[src/rtl/match_point_gen_pkg.sv]
// Shared definitions for the match-point generator: geometry defaults,
// sweep state encoding, point ordering and the coordinate clamp helper.
package match_pkg;

    localparam int W     = 14;
    localparam int IMG_W = 640;
    localparam int IMG_H = 480;
    localparam int DELTA = 4;

    localparam logic [1:0] ST_IDLE = 2'd0;
    localparam logic [1:0] ST_RUN  = 2'd1;
    localparam logic [1:0] ST_FIN  = 2'd2;

    localparam int PT_RIGHT = 0;
    localparam int PT_DOWN  = 1;
    localparam int PT_LEFT  = 2;
    localparam int PT_UP    = 3;

    typedef struct packed {
        logic [W-1:0] x0;
        logic [W-1:0] y0;
        logic [W-1:0] x1;
        logic [W-1:0] y1;
        logic [W-1:0] r_min;
        logic [W-1:0] r_max;
        logic [W-1:0] r_step;
    } sweep_cfg_t;

    // Clamp a signed coordinate into [0, hi] and narrow it to W bits.
    function automatic logic [W-1:0] clamp_coord(input logic signed [W+1:0] v,
                                                 input logic signed [W+1:0] hi);
        logic [W-1:0] res;
        if (v[W+1]) begin
            res = '0;
        end else if (v > hi) begin
            res = hi[W-1:0];
        end else begin
            res = v[W-1:0];
        end
        return res;
    endfunction

endpackage

[src/rtl/match_point_gen_if.sv]
// Candidate output bus of match_point_gen: valid/ready handshake plus the
// centre and the packed inner/outer sample points.
interface match_point_gen_if;
    import match_pkg::*;

    logic             out_valid;
    logic             out_ready;
    logic [W-1:0]     xb_o;
    logic [W-1:0]     yb_o;
    logic [4*W-1:0]   new_xi;
    logic [4*W-1:0]   new_yi;
    logic [4*W-1:0]   new_xo;
    logic [4*W-1:0]   new_yo;

    modport master (
        output out_valid, xb_o, yb_o, new_xi, new_yi, new_xo, new_yo,
        input  out_ready
    );

    modport slave (
        input  out_valid, xb_o, yb_o, new_xi, new_yi, new_xo, new_yo,
        output out_ready
    );

endinterface

[src/rtl/match_point_gen_point_ring_calc.sv]
// Combinational ring of four sample points (right/down/left/up) around a
// centre at a given radius, clamped into the image, plus a flag telling
// whether every unclamped point already lay inside the image.
module point_ring_calc
    import match_pkg::*;
(
    input  logic [W-1:0]   cx,
    input  logic [W-1:0]   cy,
    input  logic [W:0]     rad,
    output logic [4*W-1:0] px,
    output logic [4*W-1:0] py,
    output logic           in_bounds
);

    localparam logic signed [W+1:0] X_MAX = (W+2)'(IMG_W - 1);
    localparam logic signed [W+1:0] Y_MAX = (W+2)'(IMG_H - 1);

    logic signed [W+1:0] sx;
    logic signed [W+1:0] sy;
    logic signed [W+1:0] sr;
    logic signed [W+1:0] raw_x [4];
    logic signed [W+1:0] raw_y [4];

    // Compute raw signed points, then clamp and pack them, point 0 in the LSBs.
    always_comb begin
        sx = $signed({2'b00, cx});
        sy = $signed({2'b00, cy});
        sr = $signed({1'b0, rad});

        raw_x[PT_RIGHT] = sx + sr;
        raw_y[PT_RIGHT] = sy;
        raw_x[PT_DOWN]  = sx;
        raw_y[PT_DOWN]  = sy + sr;
        raw_x[PT_LEFT]  = sx - sr;
        raw_y[PT_LEFT]  = sy;
        raw_x[PT_UP]    = sx;
        raw_y[PT_UP]    = sy - sr;

        px        = '0;
        py        = '0;
        in_bounds = 1'b1;
        for (int i = 0; i < 4; i++) begin
            px[i*W +: W] = clamp_coord(raw_x[i], X_MAX);
            py[i*W +: W] = clamp_coord(raw_y[i], Y_MAX);
            if (raw_x[i][W+1] || (raw_x[i] > X_MAX) ||
                raw_y[i][W+1] || (raw_y[i] > Y_MAX)) begin
                in_bounds = 1'b0;
            end
        end
    end

endmodule

[src/rtl/match_point_gen.sv]
// Candidate generator feeding ram_control_5ram: sweeps centres over an ROI
// and radii over a range, presenting one (centre, radius) candidate with its
// inner and outer sample rings per valid/ready handshake.
// Optional build macro MPG_BORDER_SKIP_EN: candidates whose outer ring leaves
// the image are dropped (one idle cycle each) instead of being clamped.
module match_point_gen
    import match_pkg::*;
(
    input  logic              clk,
    input  logic              rst,
    input  logic              start,
    input  logic [W-1:0]      roi_x0,
    input  logic [W-1:0]      roi_y0,
    input  logic [W-1:0]      roi_x1,
    input  logic [W-1:0]      roi_y1,
    input  logic [W-1:0]      r_min,
    input  logic [W-1:0]      r_max,
    input  logic [W-1:0]      r_step,
    match_point_gen_if.master bus,
    output logic              busy,
    output logic              done
);

    logic [1:0]     state_q, state_d;
    sweep_cfg_t     cfg_q, cfg_d;
    logic [W-1:0]   x_q, x_d, y_q, y_d, r_q, r_d;
    logic           out_valid_q, out_valid_d;
    logic [W-1:0]   xb_q, xb_d, yb_q, yb_d;
    logic [4*W-1:0] xi_q, xi_d, yi_q, yi_d, xo_q, xo_d, yo_q, yo_d;

    logic           load;
    logic [W:0]     r_inc, x_inc, y_inc;
    logic [4*W-1:0] in_px, in_py, out_px, out_py;
    logic           inner_ok, outer_ok;

    // Sweep control: latch config on start, step r then x then y on each
    // consumed candidate, and flag when a fresh candidate must be loaded.
    always_comb begin
        state_d = state_q;
        cfg_d   = cfg_q;
        x_d     = x_q;
        y_d     = y_q;
        r_d     = r_q;
        load    = 1'b0;
        r_inc   = {1'b0, r_q} + {1'b0, cfg_q.r_step};
        x_inc   = {1'b0, x_q} + {{W{1'b0}}, 1'b1};
        y_inc   = {1'b0, y_q} + {{W{1'b0}}, 1'b1};

        case (state_q)
            ST_IDLE: begin
                if (start) begin
                    cfg_d.x0     = roi_x0;
                    cfg_d.y0     = roi_y0;
                    cfg_d.x1     = roi_x1;
                    cfg_d.y1     = roi_y1;
                    cfg_d.r_min  = r_min;
                    cfg_d.r_max  = r_max;
                    cfg_d.r_step = (r_step == '0) ? {{(W-1){1'b0}}, 1'b1} : r_step;
                    x_d = roi_x0;
                    y_d = roi_y0;
                    r_d = r_min;
                    if ((roi_x1 < roi_x0) || (roi_y1 < roi_y0) || (r_max < r_min)) begin
                        state_d = ST_FIN;
                    end else begin
                        state_d = ST_RUN;
                        load    = 1'b1;
                    end
                end
            end
            ST_RUN: begin
                if (!out_valid_q || bus.out_ready) begin
                    if (r_inc <= {1'b0, cfg_q.r_max}) begin
                        r_d = r_inc[W-1:0];
                    end else begin
                        r_d = cfg_q.r_min;
                        if (x_inc <= {1'b0, cfg_q.x1}) begin
                            x_d = x_inc[W-1:0];
                        end else begin
                            x_d = cfg_q.x0;
                            if (y_inc <= {1'b0, cfg_q.y1}) begin
                                y_d = y_inc[W-1:0];
                            end else begin
                                state_d = ST_FIN;
                            end
                        end
                    end
                    load = (state_d == ST_RUN);
                end
            end
            ST_FIN: begin
                state_d = ST_IDLE;
            end
            default: begin
                state_d = ST_IDLE;
            end
        endcase
    end

    point_ring_calc u_inner (
        .cx        (x_d),
        .cy        (y_d),
        .rad       ({1'b0, r_d}),
        .px        (in_px),
        .py        (in_py),
        .in_bounds (inner_ok)
    );

    point_ring_calc u_outer (
        .cx        (x_d),
        .cy        (y_d),
        .rad       ({1'b0, r_d} + (W+1)'(DELTA)),
        .px        (out_px),
        .py        (out_py),
        .in_bounds (outer_ok)
    );

`ifdef MPG_BORDER_SKIP_EN
    logic unused_bounds;
    assign unused_bounds = inner_ok;
`else
    logic unused_bounds;
    assign unused_bounds = inner_ok ^ outer_ok;
`endif

    // Output register next values: capture the new candidate when loading,
    // hold under backpressure, drop valid once the sweep leaves RUN.
    always_comb begin
        out_valid_d = out_valid_q;
        xb_d        = xb_q;
        yb_d        = yb_q;
        xi_d        = xi_q;
        yi_d        = yi_q;
        xo_d        = xo_q;
        yo_d        = yo_q;
        if (load) begin
            xb_d = x_d;
            yb_d = y_d;
            xi_d = in_px;
            yi_d = in_py;
            xo_d = out_px;
            yo_d = out_py;
`ifdef MPG_BORDER_SKIP_EN
            out_valid_d = outer_ok;
`else
            out_valid_d = 1'b1;
`endif
        end else if (state_d != ST_RUN) begin
            out_valid_d = 1'b0;
        end
    end

    // State, counters, latched config and output registers.
    always_ff @(posedge clk) begin
        if (rst) begin
            state_q     <= ST_IDLE;
            cfg_q       <= '0;
            x_q         <= '0;
            y_q         <= '0;
            r_q         <= '0;
            out_valid_q <= 1'b0;
            xb_q        <= '0;
            yb_q        <= '0;
            xi_q        <= '0;
            yi_q        <= '0;
            xo_q        <= '0;
            yo_q        <= '0;
        end else begin
            state_q     <= state_d;
            cfg_q       <= cfg_d;
            x_q         <= x_d;
            y_q         <= y_d;
            r_q         <= r_d;
            out_valid_q <= out_valid_d;
            xb_q        <= xb_d;
            yb_q        <= yb_d;
            xi_q        <= xi_d;
            yi_q        <= yi_d;
            xo_q        <= xo_d;
            yo_q        <= yo_d;
        end
    end

    assign bus.out_valid = out_valid_q;
    assign bus.xb_o      = xb_q;
    assign bus.yb_o      = yb_q;
    assign bus.new_xi    = xi_q;
    assign bus.new_yi    = yi_q;
    assign bus.new_xo    = xo_q;
    assign bus.new_yo    = yo_q;
    assign busy          = (state_q == ST_RUN);
    assign done          = (state_q == ST_FIN);

endmodule

[src/flat_wrapper.sv]
// flat-port wrapper written by rule: the top's interface ports become plain ports
module match_point_gen_flat import match_pkg::*;
  (clk, rst, start, roi_x0, roi_y0, roi_x1, roi_y1, r_min, r_max, r_step, busy, done, bus_out_valid, bus_xb_o, bus_yb_o, bus_new_xi, bus_new_yi, bus_new_xo, bus_new_yo, bus_out_ready);
  match_point_gen_if bus_i ();
  input  logic clk;
  input  logic rst;
  input  logic start;
  input  logic [W-1:0] roi_x0;
  input  logic [W-1:0] roi_y0;
  input  logic [W-1:0] roi_x1;
  input  logic [W-1:0] roi_y1;
  input  logic [W-1:0] r_min;
  input  logic [W-1:0] r_max;
  input  logic [W-1:0] r_step;
  output logic busy;
  output logic done;
  output wire logic [$bits(bus_i.out_valid)-1:0] bus_out_valid;
  output wire logic [$bits(bus_i.xb_o)-1:0] bus_xb_o;
  output wire logic [$bits(bus_i.yb_o)-1:0] bus_yb_o;
  output wire logic [$bits(bus_i.new_xi)-1:0] bus_new_xi;
  output wire logic [$bits(bus_i.new_yi)-1:0] bus_new_yi;
  output wire logic [$bits(bus_i.new_xo)-1:0] bus_new_xo;
  output wire logic [$bits(bus_i.new_yo)-1:0] bus_new_yo;
  input wire logic [$bits(bus_i.out_ready)-1:0] bus_out_ready;
  assign bus_out_valid = bus_i.out_valid;
  assign bus_xb_o = bus_i.xb_o;
  assign bus_yb_o = bus_i.yb_o;
  assign bus_new_xi = bus_i.new_xi;
  assign bus_new_yi = bus_i.new_yi;
  assign bus_new_xo = bus_i.new_xo;
  assign bus_new_yo = bus_i.new_yo;
  assign bus_i.out_ready = bus_out_ready;
  match_point_gen u_core (.clk(clk), .rst(rst), .start(start), .roi_x0(roi_x0), .roi_y0(roi_y0), .roi_x1(roi_x1), .roi_y1(roi_y1), .r_min(r_min), .r_max(r_max), .r_step(r_step), .bus(bus_i), .busy(busy), .done(done));
endmodule
[config.mk]
export PLATFORM = sky130hd
export DESIGN_NAME = match_point_gen_flat
export DESIGN_NICKNAME = d
export VERILOG_FILES = /design/src/rtl/match_point_gen_pkg.sv /design/src/rtl/match_point_gen_if.sv /design/src/rtl/match_point_gen_point_ring_calc.sv /design/src/rtl/match_point_gen.sv /design/src/flat_wrapper.sv
export SDC_FILE = /design/constraint.sdc
export NUM_CORES = 1
export LEC_CHECK = 0
export ABC_AREA = 1
export CAP_MARGIN = 20
export CORE_MARGIN = 2
export CORE_UTILIZATION = 37
export DETAILED_ROUTE_END_ITERATION = 12
export DONT_BUFFER_PORTS = 1
export HOLD_SLACK_MARGIN = 0.08
export PLACE_DENSITY_LB_ADDON = 0.08
export SKIP_CTS_REPAIR_TIMING = 1
export SYNTH_ARGS = -nofsm -noshare
export SYNTH_HDL_FRONTEND = slang
export SYNTH_SLANG_ARGS = --single-unit
[constraint.sdc]
create_clock -name clk -period 6.4 [get_ports clk]
set_input_delay 1.28 -clock clk [delete_from_list [all_inputs] [get_ports clk]]
set_output_delay 1.28 -clock clk [all_outputs]
set_load 0.02 [all_outputs]
==> impl_metrics.env <==
export IMPL_status="completed"
export IMPL_gr_total_overflow=0
export IMPL_setup_viol=0
export IMPL_p_sw_share_pct=39.9
export IMPL_design_area_mm2=0.0259
export IMPL_synth_edf_count=0
export IMPL_viasPerCell=5.11
export IMPL_ys_warn_count=0
export IMPL_p_int_mw=4.99
export IMPL_synth_top_flop_cell="dfxtp_1"
export IMPL_final_hold_violation_count=0
export IMPL_wirelength_um=77400
export IMPL_diodes=0
export IMPL_arrival_ns=6.80
export IMPL_clk_pin_slew_worst_paths_ns=0.07
export IMPL_final_common_cell="nand2_1"
export IMPL_initial_core_util_pct=37.6
export IMPL_clkLatencyLatePin_ns=0.58
export IMPL_drtPass1Iterations=7
export IMPL_fmaxAchievable_mhz=157
export IMPL_grt_setup_unrepaired="true"
export IMPL_relSlewSlack_pct=41.6
export IMPL_wl_per_cell_um=19.6
export IMPL_endpoint_kind="register"
export IMPL_tightestPinTransition_ns=0.875
export IMPL_synth_seq_cells=297
export IMPL_die_h_um=241
export IMPL_numCtsBuffers=37
export IMPL_rows=86
export IMPL_final_setup_skew_ns=0.0374
export IMPL_hpwl_um=60500
export IMPL_final_cell_mix="nand2_1, buf_4, inv_1"
export IMPL_whs_ns=0.461
export IMPL_peakVddDrop_mv=0.229
export IMPL_die_area_mm2=0.0581
export IMPL_finalNetCount=3490
export IMPL_synth_cell_types=62
export IMPL_grt_max_degree=163
export IMPL_die_width_um=241
export IMPL_ant_nets=0
export IMPL_p_leak_nw=12.0
export IMPL_drc_errors=0
export IMPL_port_buffers=0
export IMPL_gp_congestion=0.938
export IMPL_clkPwrFrac_pct=25.5
export IMPL_criticalPathCategory="register to register"
export IMPL_syn_area_per_cell_um2=7.05
export IMPL_h_tree_depth=2
export IMPL_drtIter0Drc=1544
export IMPL_syn_cell_area_mm2=0.0208
export IMPL_syn_nets=3253
export IMPL_finalWorstSetupSlack_ns=0.0331
export IMPL_dpl_cell_area_mm2=0.0234
export IMPL_post_route_period_util_pct=99.5
export IMPL_drive_gt1_share_pct=23.3
export IMPL_cts_tree="yes"
export IMPL_cts_max_path_buffers=3
export IMPL_cp_required_ns=6.83
export IMPL_combinationalPowerShare_pct=48.7
export IMPL_startpoint_type="register"
export IMPL_grt_pass1_wl_um=114000
export IMPL_multi_input_area_mm2=0.0131
export IMPL_post_place_ws_ns=-0.340
export IMPL_antenna_found_initial=0
export IMPL_p_per_area_mw_per_mm2=321
export IMPL_worst_path_largest_cell_delay_ns=0.36
export IMPL_grt_use_total_pct=25.6
export IMPL_seqPwrFrac_pct=25.8
export IMPL_cp_max_fo=8
export IMPL_seq_area_mm2=0.00596
export IMPL_n_fill_cell=5772
export IMPL_async_flop_share_pct=0
export IMPL_dr_total_vias=20200
export IMPL_pin_count=357
export IMPL_fin_crit_ns=6.37
export IMPL_synth_cells=2947
export IMPL_hold_class="register to register"
export IMPL_seq_area_frac_synth_pct=28.6
export IMPL_syn_to_final_growth_pct=24.5
export IMPL_clockRootBuffer="clkbuf_16"
export IMPL_slew_viol_final=0
export IMPL_cap_violations=0
export IMPL_core_area_mm2=0.0553
export IMPL_crit_path_top_delay_cell="dfxtp_2"
export IMPL_p_sw_mw=3.31
export IMPL_grt_pass1_vias=19500
export IMPL_cts_sinks=297
## cell families (layout without fill, tap and decap cells)
group           count (synthesis)  after routing  synth area share (%)
compound gates                711            711                  19.2
flops                         297            297                  28.6
simple gates                 1014           1016                  22.0
buf+inv                       605            866                  12.9
xor+xnor                      116            116                  4.89
fa+ha+maj                     204            204                  12.5
## synthesized netlist by cell type, drive strengths merged (15+ instances only)
library cell	count	share of area [%]
nand2	555	11
inv	392	7.1
a21oi	339	8.3
dfxtp	297	29
nor2	244	5.0
o21ai	223	5.4
ha	199	12
buf	114	4.0
nand3	106	3.0
xor2	106	4.5
clkbuf	96	1.7
nand4	45	1.4
o21bai	31	1.1
nor3	30	0.82
a31oi	21	0.63
a221oi	17	0.72
o211ai	16	0.60
o22ai	15	0.45
## worst max-delay path, delay by kind of cell, from the launching register on
family / cells / cell delay, ns
AO/OA/AOI/OAI: 9 / 1.48
flip-flops: 1 / 0.36
AND/OR/NAND/NOR: 15 / 1.99
buffers and inverters: 7 / 0.90
adder cells (fa/ha/maj): 4 / 0.97
XOR/XNOR: 3 / 0.48
## sequential cells by signal, indices dropped and copies added (netlist names)
register	flops
u_core.bus.new_yi	42
u_core.bus.new_xo	28
u_core.r_q	14
u_core.x_q	14
u_core.cfg_q	84
u_core.y_q	14
u_core.state_q	2
u_core.bus.yb_o	14
u_core.bus.new_yo	28
u_core.bus.xb_o	14
u_core.bus.out_valid	1
u_core.bus.new_xi	42
## per-layer routing
metal / global-route usage (%) / routed length [um] / vias up
li1: - / - / 10100
met2: 43.7 / 37300 / 517
met5: 0 / 0 / -
met3: 3.99 / 4230 / 96
met1: 33.3 / 33900 / 9551
met4: 7.69 / 2040 / 0
## path summary, 6_finish.rpt
| check | start | endpoint | slack [ns] | cells after the start |
|---|---|---|---|---|
| min reg2reg | u_core.cfg_q[85]$_SDFFE_PP0P_ | u_core.cfg_q[85]$_SDFFE_PP0P_ | 0.46 | 2 |
| max reg2reg | u_core.r_q[4]$_SDFF_PP0_ | u_core.bus.new_yo[15]$_SDFFE_PP0P_ | 0.03 | 38 |
| max | u_core.r_q[4]$_SDFF_PP0_ | u_core.bus.new_yo[15]$_SDFFE_PP0P_ | 0.03 | 38 |
| min | u_core.cfg_q[85]$_SDFFE_PP0P_ | u_core.cfg_q[85]$_SDFFE_PP0P_ | 0.46 | 2 |
## final cells by class
type                       instances  area share [%]
clock buffer                      53            4.20
tap                              748            3.62
timing repair buffer             406            12.2
sequential                       297            23.0
inverter                         395            5.80
multi-input combinational       2047            50.6
clock inverter                    12           0.546
## stage by stage
step                      TNS [ns]  power [mW]  util, %  instances
final                            0        8.31     46.8       3958
after global placement       -4.90        5.82     42.4       3860
after detailed placement     -7.56        5.81     42.4       3860
after floorplan                  0        4.18        -       2947
after CTS                   -10.96        7.97     44.6       3925
after global routing         -6.59        8.83     46.8       3958
## power by group through the flow
stage          registers (mW)  logic (mW)  clock network [mW]
6_report                 2.15        4.04                2.12
5_1_grt                  2.16        4.42                2.25
4_1_cts                  2.14        3.66                2.17
3_5_place_dp             2.18        3.63                   0
3_3_place_gp             2.18        3.63                   0
2_1_floorplan            2.11        2.07                   0
Note: power is estimated with default switching activity, not from simulation.
